**config.mk**
```make
export PLATFORM = sky130hd
export DESIGN_NAME = alu_arbiter_flat
export DESIGN_NICKNAME = d
export VERILOG_FILES = /design/src/rtl/alu_pkg.sv /design/src/rtl/alu_arbiter_if.sv /design/src/rtl/alu.sv /design/src/rtl/alu_arbiter.sv /design/src/flat_wrapper.sv
export SDC_FILE = /design/constraint.sdc
export NUM_CORES = 1
export LEC_CHECK = 0
export CORE_MARGIN = 4
export CORE_UTILIZATION = 35
export CTS_BUF_LIST = sky130_fd_sc_hd__clkbuf_4
export CTS_CLUSTER_DIAMETER = 30
export CTS_CLUSTER_SIZE = 16
export DETAILED_ROUTE_END_ITERATION = 8
export MAX_ROUTING_LAYER = met4
export PLACE_DENSITY = 0.63
export SLEW_MARGIN = 20
export SYNTH_ARGS = -nofsm -noshare
export SYNTH_HDL_FRONTEND = slang
export SYNTH_SLANG_ARGS = --single-unit
```
**constraint.sdc**
```tcl
create_clock -name clk -period 3 [get_ports clk]
set_input_delay 0.6 -clock clk [delete_from_list [all_inputs] [get_ports clk]]
set_output_delay 0.6 -clock clk [all_outputs]
set_load 0.005 [all_outputs]
```
**src/rtl/alu_pkg.sv**
```systemverilog
// Opcodes, FSM states and the legality check shared by the alu and its arbiter.
package alu_pkg;
  localparam logic [5:0] OP_ADD = 6'b100000;
  localparam logic [5:0] OP_SUB = 6'b100010;
  localparam logic [5:0] OP_AND = 6'b100100;
  localparam logic [5:0] OP_OR  = 6'b100101;
  localparam logic [5:0] OP_XOR = 6'b100110;
  localparam logic [5:0] OP_SRA = 6'b000011;
  localparam logic [5:0] OP_SRL = 6'b000010;
  localparam logic [5:0] OP_NOR = 6'b100111;

  typedef enum logic [1:0] {IDLE, EXEC, RESP} state_t;

  function automatic logic is_legal_op(input logic [5:0] op);
    case (op)
      OP_ADD, OP_SUB, OP_AND, OP_OR, OP_XOR, OP_SRA, OP_SRL, OP_NOR: return 1'b1;
      default: return 1'b0;
    endcase
  endfunction
endpackage

```
**src/rtl/alu_arbiter_if.sv**
```systemverilog
// Two-requester command/response bus; requester fields packed side by side.
interface alu_arbiter_if #(parameter int N_BITS = 8);
  logic [1:0]          req_valid;
  logic [1:0]          req_ready;
  logic [2*N_BITS-1:0] req_a;
  logic [2*N_BITS-1:0] req_b;
  logic [11:0]         req_op;
  logic [1:0]          resp_valid;
  logic [1:0]          resp_ready;
  logic [N_BITS-1:0]   resp_data;
  logic                resp_err;

  modport master (
    output req_valid, req_a, req_b, req_op, resp_ready,
    input  req_ready, resp_valid, resp_data, resp_err
  );
  modport slave (
    input  req_valid, req_a, req_b, req_op, resp_ready,
    output req_ready, resp_valid, resp_data, resp_err
  );
endinterface

```
**src/rtl/alu.sv**
```systemverilog
// Combinational alu: y = d0 <op> d1, zero for unsupported opcodes.
module alu
  import alu_pkg::*;
#(
  parameter int N_BITS = 8
) (
  input  logic [N_BITS-1:0] d0,
  input  logic [N_BITS-1:0] d1,
  input  logic [5:0]        op,
  output logic [N_BITS-1:0] y
);
  always_comb begin
    y = '0;
    case (op)
      OP_ADD: y = d0 + d1;
      OP_SUB: y = d0 - d1;
      OP_AND: y = d0 & d1;
      OP_OR:  y = d0 | d1;
      OP_XOR: y = d0 ^ d1;
      OP_NOR: y = ~(d0 | d1);
      // shifts of N_BITS or more naturally saturate to all-sign / all-zero
      OP_SRA: y = N_BITS'($signed(d0) >>> d1);
      OP_SRL: y = d0 >> d1;
      default: y = '0;
    endcase
  end
endmodule

```
**src/rtl/alu_arbiter.sv**
```systemverilog
// Round-robin arbiter sharing one alu between two requesters; IDLE -> EXEC -> RESP.
module alu_arbiter
  import alu_pkg::*;
#(
  parameter int N_BITS = 8
) (
  input  logic          clk,
  input  logic          reset,
  alu_arbiter_if.slave  bus
);
  state_t              state;
  logic                last_grant, grant, gnt_q, any_req;
  logic [N_BITS-1:0]   a_q, b_q, alu_y, data_q;
  logic [5:0]          op_q;
  logic [1:0]          rvld_q;
  logic                err_q;

  alu #(.N_BITS(N_BITS)) u_alu (.d0(a_q), .d1(b_q), .op(op_q), .y(alu_y));

  // Both requesting: the one not served last wins. Otherwise the lone requester.
  always_comb begin
    any_req = |bus.req_valid;
    grant   = (&bus.req_valid) ? ~last_grant : bus.req_valid[1];
  end

  assign bus.req_ready  = (state == IDLE && any_req) ? (grant ? 2'b10 : 2'b01) : 2'b00;
  assign bus.resp_valid = rvld_q;
  assign bus.resp_data  = data_q;
  assign bus.resp_err   = err_q;

  always_ff @(posedge clk) begin
    if (reset) begin
      state      <= IDLE;
      last_grant <= 1'b1;
      gnt_q      <= 1'b0;
      a_q        <= '0;
      b_q        <= '0;
      op_q       <= '0;
      rvld_q     <= 2'b00;
      data_q     <= '0;
      err_q      <= 1'b0;
    end else begin
      case (state)
        IDLE: if (any_req) begin
          gnt_q <= grant;
          a_q   <= grant ? bus.req_a[2*N_BITS-1:N_BITS] : bus.req_a[N_BITS-1:0];
          b_q   <= grant ? bus.req_b[2*N_BITS-1:N_BITS] : bus.req_b[N_BITS-1:0];
          op_q  <= grant ? bus.req_op[11:6] : bus.req_op[5:0];
          state <= EXEC;
        end
        EXEC: begin
          data_q <= is_legal_op(op_q) ? alu_y : '0;
          err_q  <= ~is_legal_op(op_q);
          rvld_q <= gnt_q ? 2'b10 : 2'b01;
          state  <= RESP;
        end
        RESP: if (bus.resp_ready[gnt_q]) begin
          rvld_q     <= 2'b00;
          last_grant <= gnt_q;
          state      <= IDLE;
        end
        default: state <= IDLE;
      endcase
    end
  end
endmodule

```
**src/flat_wrapper.sv**
```systemverilog
// flat-port wrapper written by rule: the top's interface ports become plain ports
module alu_arbiter_flat import alu_pkg::*;
#(
  parameter int N_BITS = 8
)
  (clk, reset, bus_req_valid, bus_req_a, bus_req_b, bus_req_op, bus_resp_ready, bus_req_ready, bus_resp_valid, bus_resp_data, bus_resp_err);
  alu_arbiter_if #(.N_BITS(N_BITS)) bus_i ();
  input  logic clk;
  input  logic reset;
  input wire logic [$bits(bus_i.req_valid)-1:0] bus_req_valid;
  input wire logic [$bits(bus_i.req_a)-1:0] bus_req_a;
  input wire logic [$bits(bus_i.req_b)-1:0] bus_req_b;
  input wire logic [$bits(bus_i.req_op)-1:0] bus_req_op;
  input wire logic [$bits(bus_i.resp_ready)-1:0] bus_resp_ready;
  output wire logic [$bits(bus_i.req_ready)-1:0] bus_req_ready;
  output wire logic [$bits(bus_i.resp_valid)-1:0] bus_resp_valid;
  output wire logic [$bits(bus_i.resp_data)-1:0] bus_resp_data;
  output wire logic [$bits(bus_i.resp_err)-1:0] bus_resp_err;
  assign bus_i.req_valid = bus_req_valid;
  assign bus_i.req_a = bus_req_a;
  assign bus_i.req_b = bus_req_b;
  assign bus_i.req_op = bus_req_op;
  assign bus_i.resp_ready = bus_resp_ready;
  assign bus_req_ready = bus_i.req_ready;
  assign bus_resp_valid = bus_i.resp_valid;
  assign bus_resp_data = bus_i.resp_data;
  assign bus_resp_err = bus_i.resp_err;
  alu_arbiter #(.N_BITS(N_BITS)) u_core (.clk(clk), .reset(reset), .bus(bus_i));
endmodule
```
=== Yosys cells after proc, flatten, opt, wreduce, memory -nomap -nowiden ===
Cells that the tools add are included.

* Register bits after elaboration: 37
* Logic and storage cells: 60
* Output and inout bits: 13
* Bits of input ports: 50

* Muxes and demuxes: 18
* Shift-type cells: 2
* Magnitude comparators: 1
* Reductions and logical operators: 10
* Add/subtract/negate cells: 2
* Equality and inequality tests: 12
* Bitwise operators: 6

{| class="wikitable"
|+ Operators by type and width
! cell !! count
|-
| case mux 8 bit (8 select lines) || 1
|-
| equality test 6 bit, second input constant || 6
|-
| 2-to-1 mux 8 bit || 3
|-
| equality test 6 x 2 -> 1 bit, second input constant || 2
|-
| 2-to-1 mux 2 bit || 5
|-
| AND reduction 2 bit || 5
|-
| adder 8 bit || 1
|-
| bitwise AND 8 bit || 1
|-
| NOT 8 bit || 1
|-
| bitwise OR 8 bit || 1
|-
| OR reduction 8 bit || 1
|-
| right shift 8 x 8 -> 8 bit || 1
|-
| >>> shifter 8 x 8 -> 8 bit || 1
|-
| subtractor 8 bit || 1
|-
| XOR 8 bit || 1
|-
| 2-to-1 mux 1 bit || 6
|-
| 2-to-1 mux 6 bit || 1
|-
| case mux 2 bit (3 select lines) || 1
|-
| != test 2 x 1 -> 1 bit, second input constant || 2
|-
| case mux 2 bit (2 select lines) || 1
|-
| equality test 2 x 1 -> 1 bit, second input constant || 1
|-
| equality test 2 bit, second input constant || 1
|-
| zero test 2 bit || 1
|-
| less-than comparator 1 x 2 -> 1 bit, second input constant || 1
|-
| other kinds (4) || 5
|}

=== Depth between registers and ports, before layout ===
* Word-level depth: 6
* Gate-level depth with buffers: 13
* Depth with buffers taken out: 12

=== Cells and area by module ===
Synthesis repeated with hierarchy kept, for this count alone.

* Cells, all modules: 432
* Area, all modules: 3350.7 sq um

{| class="wikitable"
|+ By module, submodules not included
! module !! area an instance (sq um) !! cells an instance !! instances
|-
| alu_arbiter || 1684.1 || 206 || 1
|-
| alu || 1666.6 || 226 || 1
|}

=== Least setup slack after synthesis ===
Ideal clock, no wire load.

* Kind: flip-flop to flip-flop
* Start: reg u_core.b_q[1]
* End: reg u_core.data_q[6] (netlist: u_core.bus.resp_data[6])
* Buffers on the path: 2
* Period minus slack after synthesis: 2950 ps
* Stages on the path, launching flop included: 13
* Required time: 2869 ps
* Data arrival time: 2819 ps
* Slack: 50 ps
* Library setup time: 131 ps
* Cell sequence: dfxtp_1 -> buf_1 -> clkbuf_1 -> inv_1 -> ha_1 -> a21o_1 -> fa_1 -> nand2b_1 -> a21oi_1 -> o21ai_0 -> nor4b_1 -> a221oi_1 -> o21ai_0

* Word-level cells in the longest chain between the ends: 3
* Elaborated cells on any way between the ends: 6

{| class="wikitable"
|+ RTL lines
! what !! RTL line !! RTL
|-
| start, declared || alu_arbiter.sv:13 || <nowiki>logic [N_BITS-1:0] a_q, b_q, alu_y, data_q;</nowiki>
|-
| start signal, assigned || alu_arbiter.sv:47 || <nowiki>b_q <= grant ? bus.req_b[2*N_BITS-1:N_BITS] : bus.req_b[N_BITS-1:0];</nowiki>
|-
| subtractor 8 bit, or another cell as far along || alu.sv:16 || <nowiki>OP_SUB: y = d0 - d1;</nowiki>
|-
| case mux 8 bit (8 select lines) (*) || alu.sv:14 || <nowiki>case (op)</nowiki>
|-
| 2-to-1 mux 8 bit (*) || alu_arbiter.sv:52 || <nowiki>data_q <= is_legal_op(op_q) ? alu_y : '0;</nowiki>
|-
| end signal, assigned || alu_arbiter.sv:52 ||
|-
| end, declared || alu_arbiter.sv:13 ||
|}

Mark *: on every way between the ends. The rest lies on a longest branch, timed or not.
A chain may end at the register's enable or synchronous reset.

=== Worst setup path in the final report ===
* Start: reg u_core.op_q[2]
* End: reg u_core.data_q[6] (netlist: u_core.bus.resp_data[6])

* Word-level cells in the longest chain between the ends: 6
* Elaborated cells on any way between the ends: 14

{| class="wikitable"
|+ RTL lines
! what !! RTL line !! RTL
|-
| start, declared || alu_arbiter.sv:14 || <nowiki>logic [5:0] op_q;</nowiki>
|-
| start signal, assigned || alu_arbiter.sv:48 || <nowiki>op_q <= grant ? bus.req_op[11:6] : bus.req_op[5:0];</nowiki>
|-
| equality test 6 bit / equality test 6 x 2 -> 1 bit (equally long branches) || alu_pkg.sv:15, alu.sv:14 ||
|-
| OR reduction 8 bit || alu_pkg.sv:15 || <nowiki>case (op)</nowiki>
|-
| 2-to-1 mux 1 bit || alu_pkg.sv:15 ||
|-
| 2-to-1 mux 1 bit || alu_arbiter.sv:43 || <nowiki>case (state)</nowiki>
|-
| 2-to-1 mux 1 bit || alu_arbiter.sv:32 || <nowiki>if (reset) begin</nowiki>
|-
| 2-to-1 mux 8 bit (*) || alu_arbiter.sv:52 ||
|}

Mark *: on every way between the ends. The rest lies on a longest branch, timed or not. The select of a mux whose other input is x is not followed.

==> impl_metrics.ini <==
[routing]
post_drt_wl_per_cell_um = 17.1
ant_nets = 0
drt_first_iter_violations = 284
viasPerCell = 5.68
wl_mm = 9.00
drt_first_pass_iters = 8
vias = 3001
drc_errors = 0

[finish]
area_delta_synth_final_pct = 29.4
diodes = 0
fillers = 781
drive_above_1_share_pct = 7.51
finalNetCount = 500
finalNonFillerCells = 528
mostFrequentLayoutCells = 62 x clkdlybuf4s50_1, 43 x nor2_1, 37 x dfxtp_1
layout.cells.most_common = clkdlybuf4s50_1
fin_area_um2 = 3730

[cts]
cts_resized = 0
clk_pin_slew_worst_paths_ns = 0.13
cts_tree = yes
root_buffer = clkbuf_4
clock_sinks = 37
insertion_delay_ns = 0.35
numCtsBuffers = 5
postCtsHoldBufs = 0
htreeDepth = 2
cts_setup_buffers = 0
clock_path_buffers = 2

[die]
core_region_area_um2 = 7890
initial_core_util_pct = 36.6
die_width_um = 98.8
die_area_um2 = 9760
pin_count = 63
rows = 32
die_y_um = 98.8

[timing]
min_period_over_period_pct = 88.3
fin_crit_ns = 2.65
hold_viol = 0
fin_setup_tns_ns = 0
fmax_mhz = 377
finClkSkew_ns = 0.0154
rsz0062_at_grt = false
setup-violations-final = 0
maxSlewViolCount = 0
worstMarginPinSlew_ns = 0.575
max_slew_margin_pct = 61.6

[yosys]
synth.area.mux_share_pct = 5.72
ys_warn_count = 0
syn-cell-area_um2 = 2890
async_flop_share_pct = 0
ys_ff_latch = 37
synth_edf_count = 0
yosys-top-cells-area = dfxtp_1 26%, ha_1 10%, a222oi_1 7.6%
synth_fa_ha_area_share_pct = 11.1
synthSimpleGateAreaFrac_pct = 21.7
synthFlopType = dfxtp_1
yosysTopAreaCell = dfxtp_1
syn_area_per_cell_um2 = 7.93
ys_seq_area_share_pct = 25.7
synth_top_family_by_area = compound AO/OA/AOI/OAI gates
synthXorXnorAreaFrac_pct = 3.04
synthCells = 364
synth.net_count = 439
yosys.cell_types.count = 55
synth-compound-area-share_pct = 26.5
synth_top_area_share_pct = 25.7

[placed_design]
portBuffers = 62
place_area_um2 = 3650
placed_cells = 520
gp_congestion = 0.960
dp_hpwl_mm = 7.01

[critical_path]
r2r_slack_ns = 0.35
max_stage_delay_ns = 0.44
crit_type = register to register
cp-start-kind = register
cp_max_fo = 7
reg2reg_to = u_core.bus.resp_data[6]
setup.worst_path.end_class = register
cp.arrival_ns = 2.89
cp.required_ns = 3.24
worstReg2RegStart = u_core.op_q[2]
r2r_cells = 11
slowest_stage = fa_1
path_cells = nor4b_1 -> buf_4 -> nand2_1 -> a21o_1 -> fa_1 -> nand2b_1 -> a21oi_1 -> o21ai_0 -> nor4b_1 -> a221oi_1 -> o21ai_0

[global_routing]
grt_pass1_wl_mm = 14.4
grt_pass1_vias = 2816
antenna_found_initial = 0
overflow = 0
grt_max_degree = 31
grt_usage_pct = 18.7

[worst_hold_path]
holdPathStages = 2
min_to = u_core.bus.resp_data[3]
hp-class = register to register
hp-start = u_core.bus.resp_data[3]

[job]
maxCapViolations = 0

[power]
leakagePower_nw = 1.40
ir_drop_v = 0.000195
power_density_nw_per_um2 = 457

[run_status]
status = complete, no violations
==> worst max-delay path by stage <==
| stage | slack (ns) | start | end | cells past startpoint |
|---|---|---|---|---|
| floorplan | 0.05 | u_core.b_q[1] | u_core.bus.resp_data[6] | 12 |
| global placement | 0.37 | u_core.op_q[2] | u_core.bus.resp_data[6] | 11 |
| detailed placement | 0.39 | u_core.op_q[2] | u_core.bus.resp_data[6] | 11 |
| CTS | 0.36 | u_core.op_q[2] | u_core.bus.resp_data[6] | 11 |
| global route | 0.07 | u_core.op_q[2] | u_core.bus.resp_data[6] | 12 |
| finish | 0.35 | u_core.op_q[2] | u_core.bus.resp_data[6] | 11 |
==> synth_stat cells (all sizes together) (2+ instances only) <==
master	n
a2111oi	2
a211oi	4
a21o	2
a21oi	11
a221o	3
a221oi	5
a222oi	22
a22oi	4
a31oi	2
and2	3
buf	3
clkbuf	21
dfxtp	37
ha	24
inv	20
mux2	2
mux2i	12
nand2	34
nand2b	9
nand3	6
nor2	44
nor2b	9
nor3	15
nor4	2
nor4b	3
o2111ai	3
o211ai	8
o21ai	18
o221ai	3
or2	4
xnor2	9
==> critical path: cells and delay by family, from the launching register on <==
family / cells / cell delay, ns
AO/OA/AOI/OAI: 5 / 0.82
adder cells (fa/ha/maj): 1 / 0.44
flip-flops: 1 / 0.38
buffers and inverters: 1 / 0.18
AND/OR/NAND/NOR: 4 / 0.73
==> state kept, by name, indices dropped and copies added (netlist names), 2 cells and up <==
signal / flops
u_core.op_q: 6
u_core.bus.resp_data: 8
u_core.bus.resp_valid: 2
u_core.a_q: 8
u_core.b_q: 8
u_core.state: 2
==> through the flow <==
step / worst slack, ns / power [mW] / util, % / hold slack, ns
after global routing: 0.0657 / 1.83 / 47.3 / 0.517
after CTS: 0.363 / 1.71 / 47.3 / 0.487
after global placement: 0.371 / 1.33 / 46.3 / 0.445
after floorplan: 0.0496 / 1.11 / - / 0.449
final: 0.350 / 1.71 / 47.3 / 0.476
after detailed placement: 0.392 / 1.33 / 46.3 / 0.455
==> power breakdown <==
group          internal [mW]  leakage, nW  switching (mW)  total (mW)
registers              0.534        0.304          0.0714       0.606
clock network          0.187       0.0459           0.187       0.373
logic                  0.348         1.05           0.378       0.727
==> kinds of logic (layout without fill, tap and decap cells) <==
kind of cell / after synthesis / after routing
AOI/OAI and AO/OA: 100 / 100
xor gates and xnor gates: 10 / 10
adders and majority gates: 25 / 25
buffers and inverters: 44 / 106
DFF: 37 / 37
muxes: 15 / 15
and+or+nand+nor: 133 / 133
==> layout make-up <==
| type | count | area [um^2] | share of cell area [%] |
|---|---|---|---|
| Multi-Input combinational cell | 283 | 1960 | 52.6 |
| Sequential cell | 37 | 741 | 19.8 |
| Timing Repair Buffer | 78 | 741 | 19.8 |
| Clock buffer | 6 | 45.0 | 1.21 |
| Clock inverter | 2 | 38.8 | 1.04 |
| Inverter | 20 | 75.1 | 2.01 |
| Tap cell | 102 | 128 | 3.42 |
==> metal layers <==
layer	GRT usage [%]	share of wire, %
met3	4.53	7.4
met5	-	0
met2	28.8	46
met1	24.5	45
met4	4.83	1.9
Power figures use the tool's default switching activity.
